==> config.mk <==
export PLATFORM = sky130hd
export DESIGN_NAME = axi_wdata_router
export DESIGN_NICKNAME = d
export VERILOG_FILES = /design/src/rtl/axi_bridge_pkg.sv /design/src/rtl/axi_sync_fifo.sv /design/src/rtl/axi_wdata_router.sv
export SDC_FILE = /design/constraint.sdc
export NUM_CORES = 1
export LEC_CHECK = 0
export ABC_AREA = 1
export BUFFER_PORTS_ARGS = -buffer_cell sky130_fd_sc_hd__buf_2
export CAP_MARGIN = 20
export CORE_AREA = 8 8 122 124
export CTS_BUF_LIST = sky130_fd_sc_hd__clkbuf_8
export DETAILED_ROUTE_END_ITERATION = 10
export DIE_AREA = 0 0 130 132
export PLACE_DENSITY = 0.64
export SYNTH_ARGS = -nofsm -noshare
export SYNTH_HDL_FRONTEND = slang
export SYNTH_HIERARCHICAL = 1
export SYNTH_SLANG_ARGS = --single-unit
export TNS_END_PERCENT = 20
==> constraint.sdc <==
create_clock -name clk -period 7.9 [get_ports clk]
set_clock_uncertainty 0.05 [all_clocks]
set_input_delay 1.185 -clock clk [delete_from_list [all_inputs] [get_ports clk]]
set_output_delay 1.185 -clock clk [all_outputs]
set_load 0.02 [all_outputs]
==> src/rtl/axi_bridge_pkg.sv <==
// Shared types and constants for the AXI bridge write/read ordering logic.
package axi_bridge_pkg;

    typedef struct packed {
        logic       master;
        logic [2:0] slave;
        logic [3:0] len;
    } aw_entry_t;

    localparam logic [2:0] SLV_DEFAULT = 3'd6;
    localparam logic       MST_M1      = 1'b0;
    localparam logic       MST_M2      = 1'b1;

endpackage

==> src/rtl/axi_sync_fifo.sv <==
// DEPTH x WIDTH register FIFO with registered full/empty flags.
module axi_sync_fifo #(
    parameter int DEPTH = 2,
    parameter int WIDTH = 8
) (
    input  logic             clk,
    input  logic             rst,
    input  logic             push,
    input  logic             pop,
    input  logic [WIDTH-1:0] din,
    output logic [WIDTH-1:0] dout,
    output logic             full,
    output logic             empty
);
    localparam int AW = (DEPTH > 1) ? $clog2(DEPTH) : 1;

    logic [AW-1:0]    wr_ptr, rd_ptr;
    logic [AW:0]      cnt, cnt_nxt;
    logic [WIDTH-1:0] mem [DEPTH];
    logic             wr_en, rd_en;

    // A push while full is only taken when a pop frees the slot in the same cycle.
    assign wr_en   = push && (!full || pop);
    assign rd_en   = pop && !empty;
    assign cnt_nxt = cnt + (AW+1)'(wr_en) - (AW+1)'(rd_en);
    assign dout    = mem[rd_ptr];

    always_ff @(posedge clk or negedge rst) begin
        if (!rst) begin
            wr_ptr <= '0;
            rd_ptr <= '0;
            cnt    <= '0;
            full   <= 1'b0;
            empty  <= 1'b1;
            for (int i = 0; i < DEPTH; i++) mem[i] <= '0;
        end else begin
            if (wr_en) begin
                mem[wr_ptr] <= din;
                wr_ptr      <= wr_ptr + AW'(1);
            end
            if (rd_en) rd_ptr <= rd_ptr + AW'(1);
            cnt   <= cnt_nxt;
            full  <= (cnt_nxt == (AW+1)'(DEPTH));
            empty <= (cnt_nxt == '0);
        end
    end

endmodule

==> src/rtl/axi_wdata_router.sv <==
// W-channel router: steers beats from the AW-queue head's master to its slave.
module axi_wdata_router
    import axi_bridge_pkg::*;
#(
    parameter int DEPTH  = 2,
    parameter int DATA_W = 32,
    parameter int STRB_W = 4
) (
    input  logic              clk,
    input  logic              rst,
    input  logic              aw_push,
    input  logic              aw_master,
    input  logic [2:0]        aw_slave,
    input  logic [3:0]        aw_len,
    output logic              aw_full,
    input  logic [DATA_W-1:0] WDATA_M1,
    input  logic [STRB_W-1:0] WSTRB_M1,
    input  logic              WLAST_M1,
    input  logic              WVALID_M1,
    output logic              WREADY_M1,
    input  logic [DATA_W-1:0] WDATA_M2,
    input  logic [STRB_W-1:0] WSTRB_M2,
    input  logic              WLAST_M2,
    input  logic              WVALID_M2,
    output logic              WREADY_M2,
    output logic [DATA_W-1:0] WDATA_S0, WDATA_S1, WDATA_S2, WDATA_S3, WDATA_S4, WDATA_S5,
    output logic [STRB_W-1:0] WSTRB_S0, WSTRB_S1, WSTRB_S2, WSTRB_S3, WSTRB_S4, WSTRB_S5,
    output logic              WLAST_S0, WLAST_S1, WLAST_S2, WLAST_S3, WLAST_S4, WLAST_S5,
    output logic              WVALID_S0, WVALID_S1, WVALID_S2, WVALID_S3, WVALID_S4, WVALID_S5,
    input  logic              WREADY_S0, WREADY_S1, WREADY_S2, WREADY_S3, WREADY_S4, WREADY_S5,
    output logic              ds_wdone,
    output logic              wlast_err
);
    aw_entry_t                    aw_in, head;
    logic [$bits(aw_entry_t)-1:0] head_bits;
    logic                         q_empty, hs, pop, is_def, slv_rdy;
    logic                         sel_valid, sel_last;
    logic [DATA_W-1:0]            sel_data;
    logic [STRB_W-1:0]            sel_strb;
    logic [3:0]                   cnt;

    logic [1:0]                   m_wvalid, m_wlast, m_wready;
    logic [1:0][DATA_W-1:0]       m_wdata;
    logic [1:0][STRB_W-1:0]       m_wstrb;
    logic [7:0]                   s_rdy_ext;
    logic [5:0]                   s_wvalid, s_wlast;
    logic [5:0][DATA_W-1:0]       s_wdata;
    logic [5:0][STRB_W-1:0]       s_wstrb;

    assign aw_in = '{master: aw_master, slave: aw_slave, len: aw_len};
    assign head  = aw_entry_t'(head_bits);

    axi_sync_fifo #(.DEPTH(DEPTH), .WIDTH($bits(aw_entry_t))) u_aw_fifo (
        .clk   (clk),
        .rst   (rst),
        .push  (aw_push),
        .pop   (pop),
        .din   (aw_in),
        .dout  (head_bits),
        .full  (aw_full),
        .empty (q_empty)
    );

    assign m_wvalid  = {WVALID_M2, WVALID_M1};
    assign m_wlast   = {WLAST_M2, WLAST_M1};
    assign m_wdata   = {WDATA_M2, WDATA_M1};
    assign m_wstrb   = {WSTRB_M2, WSTRB_M1};
    assign s_rdy_ext = {2'b00, WREADY_S5, WREADY_S4, WREADY_S3, WREADY_S2, WREADY_S1, WREADY_S0};

    assign sel_valid = m_wvalid[head.master];
    assign sel_last  = m_wlast[head.master];
    assign sel_data  = m_wdata[head.master];
    assign sel_strb  = m_wstrb[head.master];
    // Slave codes 6 and 7 both sink into the internal default slave.
    assign is_def    = (head.slave >= SLV_DEFAULT);
    assign slv_rdy   = is_def ? 1'b1 : s_rdy_ext[head.slave];
    assign hs        = !q_empty && sel_valid && slv_rdy;
    assign pop       = hs && sel_last;

    always_comb begin
        m_wready = '0;
        s_wvalid = '0;
        s_wlast  = '0;
        s_wdata  = '0;
        s_wstrb  = '0;
        if (!q_empty) begin
            m_wready[head.master] = slv_rdy;
            for (int n = 0; n < 6; n++) begin
                if (!is_def && head.slave == 3'(n)) begin
                    s_wvalid[n] = sel_valid;
                    s_wlast[n]  = sel_last;
                    s_wdata[n]  = sel_data;
                    s_wstrb[n]  = sel_strb;
                end
            end
        end
    end

    always_ff @(posedge clk or negedge rst) begin
        if (!rst) begin
            cnt       <= '0;
            ds_wdone  <= 1'b0;
            wlast_err <= 1'b0;
        end else begin
            ds_wdone  <= pop && is_def;
            wlast_err <= hs && (sel_last != (cnt == head.len));
            if (pop)                     cnt <= '0;
            else if (hs && cnt != 4'hF) cnt <= cnt + 4'd1;
        end
    end

    assign WREADY_M1 = m_wready[MST_M1];
    assign WREADY_M2 = m_wready[MST_M2];
    assign {WVALID_S5, WVALID_S4, WVALID_S3, WVALID_S2, WVALID_S1, WVALID_S0} = s_wvalid;
    assign {WLAST_S5, WLAST_S4, WLAST_S3, WLAST_S2, WLAST_S1, WLAST_S0}       = s_wlast;
    assign {WDATA_S5, WDATA_S4, WDATA_S3, WDATA_S2, WDATA_S1, WDATA_S0}       = s_wdata;
    assign {WSTRB_S5, WSTRB_S4, WSTRB_S3, WSTRB_S2, WSTRB_S1, WSTRB_S0}       = s_wstrb;

endmodule

==> flow_metrics.tcl <==
set metrics [dict create \
    cts_sinks 28 \
    netlist_instances 619 \
    synth_nets 714 \
    route.detailed.wl_per_inst_um 16.4 \
    row_count 42 \
    yosys_warnings 6 \
    cp-end-kind "primary output" \
    synth_cell_types 28 \
    drive_gt1_share_pct 40.9 \
    grt_pass1_wl_um 27000 \
    netlist_area_um2 3240 \
    fin_crit_ns 4.20 \
    grt-ovfl-total 0 \
    cts_tree "yes" \
    pin_count 326 \
    grt_usage_pct 19.6 \
    drc 0 \
    cts_hold_buffers 0 \
    criticalPathCategory "register to primary output" \
    async_flop_share_pct 100 \
    finalInstanceArea_um2 5140 \
    cp.required_ns 6.66 \
    die_w_um 130 \
    cts_buffer_depth 2 \
    drtPass1Iterations 4 \
    grt_setup_unrepaired "no" \
    cts_setup_buffers 0 \
    p_total_uw 2510 \
    initial_utilization_pct 25.0 \
    ys.flop_type "dfrtp_1" \
    gp_congestion 0.867 \
    max_slew.worst_pin.slew_ns 1.03 \
    drv_cap 0 \
    initialDrtViolationCount 363 \
    synth-edff-count 0 \
    nFillCells 1501 \
    arrival_ns 2.97 \
    fin_crit_sh_pct 53.2 \
    power_density_nw_per_um2 488 \
    cts_htree_levels 1 \
    wl_um 18000 \
    ys_ff_latch 28 \
    relSlewSlack_pct 31.3 \
    place_area_um2 5020 \
    leakage_uw 0.00338 \
    min_path_type "register to register" \
    slew_viol_final 0 \
    dieHeight_um 132 \
    start_kind "register" \
    final_nets 1015 \
    final_antenna_net_count 0 \
    vias 4947 \
    biggestRegsByFlops "u_aw_fifo/mem (16), cnt (4), u_aw_fifo/cnt (2)" \
    clock.fmax_mhz 238 \
    cp_max_fo 41 \
    worstSkewPairLatency_ns 0.28 \
    status "complete, no violations" \
    antenna_found_initial 2 \
    via_per_inst 4.51 \
    portBuffers 325 \
    cts-resized-gates 0 \
    ctsRootBufferMaster "clkbuf_8" \
    largest-register "u_aw_fifo/mem" \
    grt_max_degree 69 \
    finalSetupTns_ns 0 \
    largest_register_ffs 16 \
    post-dp-hpwl_um 14600 \
    yosysSeqAreaShare_pct 21.7 \
    hold_viol 0 \
    peakVddDrop_mv 0.211 \
    setup_violations 0 \
    core-area_um2 13000 \
    first_global_vias 4631 \
    avgSynthCellArea_um2 5.23 \
    synthToLayoutAreaGrowth_pct 58.8 \
    numCtsBuffers 3 \
    die-area_um2 17200 \
    path_clk_slew_ns 0.10 \
]
## critical path, cell delays in order, from the launching register on
cell	delay, ns
dfrtp_1	0.48
inv_2	0.17
nand2_1	0.08
nand2_2	0.70
inv_1	0.33
buf_16	0.26
nand3_1	0.10
nand2_1	0.06
inv_1	0.23
nor2_1	0.08
buf_2	0.18
## area by class of cell
class                      count  area [um^2]  share of cell area, %
multi-input combinational    496         2150                   41.8
timing repair buffer         331         1770                   34.4
sequential                    28          702                   13.6
inverter                      60          228                   4.43
tap                          176          220                   4.28
clock buffer                   3         41.3                  0.803
clock inverter                 1         30.0                  0.584
antenna                        1         2.50                 0.0486
## metal layers
metal	up-vias	global-route usage (%)	share of wire, %
li1	2471	-	-
met1	2243	23.2	40
met2	221	35.7	50
met3	10	3.72	9.0
met4	2	3.42	0.98
met5	-	0	0.050
## placed cells by master, fill, tap and decap left out, drive strengths merged
master	count
a21oi	1
buf	331
bufinv	1
clkbuf	3
dfrtp	27
dfstp	1
diode	1
ha	2
inv	60
mux2i	6
nand2	157
nand3	70
nand4	6
nor2	242
nor3	4
o21a	1
o21ai	1
xnor2	4
xor2	2
## logic make-up (layout without fill, tap and decap cells)
kind of cell	Yosys count	in the layout	synth area share, %
buffers and inverters	95	395	12.1
AO/OA/AOI/OAI	3	3	0.541
XOR/XNOR	6	6	1.62
adder cells (fa/ha/maj)	2	2	0.772
AND/OR/NAND/NOR	479	479	61.5
other	0	1	0
flip-flops	28	28	21.7
multiplexers	6	6	1.85
## worst paths after layout
path / depth (start not counted) / slack, ns / startpoint / to
worst max-delay path: 10 / 3.70 / u_aw_fifo/rd_ptr / WDATA_S3[0]
worst min-delay path: 2 / 0.44 / u_aw_fifo/mem[12] / u_aw_fifo/mem[12]
worst max register to register: 19 / 4.46 / u_aw_fifo/rd_ptr / u_aw_fifo/full
worst min register to register: 2 / 0.44 / u_aw_fifo/mem[12] / u_aw_fifo/mem[12]
max in group asynchronous: 1 / 6.52 / rst / u_aw_fifo/mem[1]
min in group asynchronous: 1 / 0.86 / rst / u_aw_fifo/rd_ptr
## cell usage after synthesis (2+ instances only)
| library cell | n | area share, % |
|---|---|---|
| xor2_1 | 2 | 0.54 |
| nand2_1 | 151 | 17 |
| nor2_2 | 2 | 0.39 |
| inv_2 | 25 | 2.9 |
| dfrtp_1 | 27 | 21 |
| buf_1 | 3 | 0.35 |
| inv_1 | 34 | 3.9 |
| xnor2_1 | 4 | 1.1 |
| mux2i_1 | 6 | 1.9 |
| nand3_1 | 69 | 11 |
| nor2_4 | 2 | 0.70 |
| nor2_1 | 237 | 27 |
| clkbuf_1 | 9 | 1.0 |
| buf_2 | 22 | 3.4 |
| ha_1 | 2 | 0.77 |
| nor3_1 | 3 | 0.46 |
| nand2_4 | 5 | 1.7 |
| nand4_1 | 6 | 1.2 |
## where the power goes
| part | internal [uW] | switching [uW] | total (uW) |
|---|---|---|---|
| clock network | 67.8 | 46.5 | 114 |
| logic | 598 | 1520 | 2120 |
| registers | 212 | 64.0 | 276 |
| total | 879 | 1630 | 2510 |
## per-stage QoR
stage | hold WS, ns | std cells | util [%] | setup WS (ns)
2_1_floorplan | 0.392 | 619 | - | 4.77
3_3_place_gp | 0.411 | 1086 | 38.0 | 3.64
3_5_place_dp | 0.417 | 1089 | 38.6 | 3.58
4_1_cts | 0.442 | 1093 | 39.2 | 3.26
5_1_grt | 0.471 | 1096 | 39.6 | 3.44
6_report | 0.437 | 1096 | 39.6 | 3.70
Power figures use the tool's default switching activity.
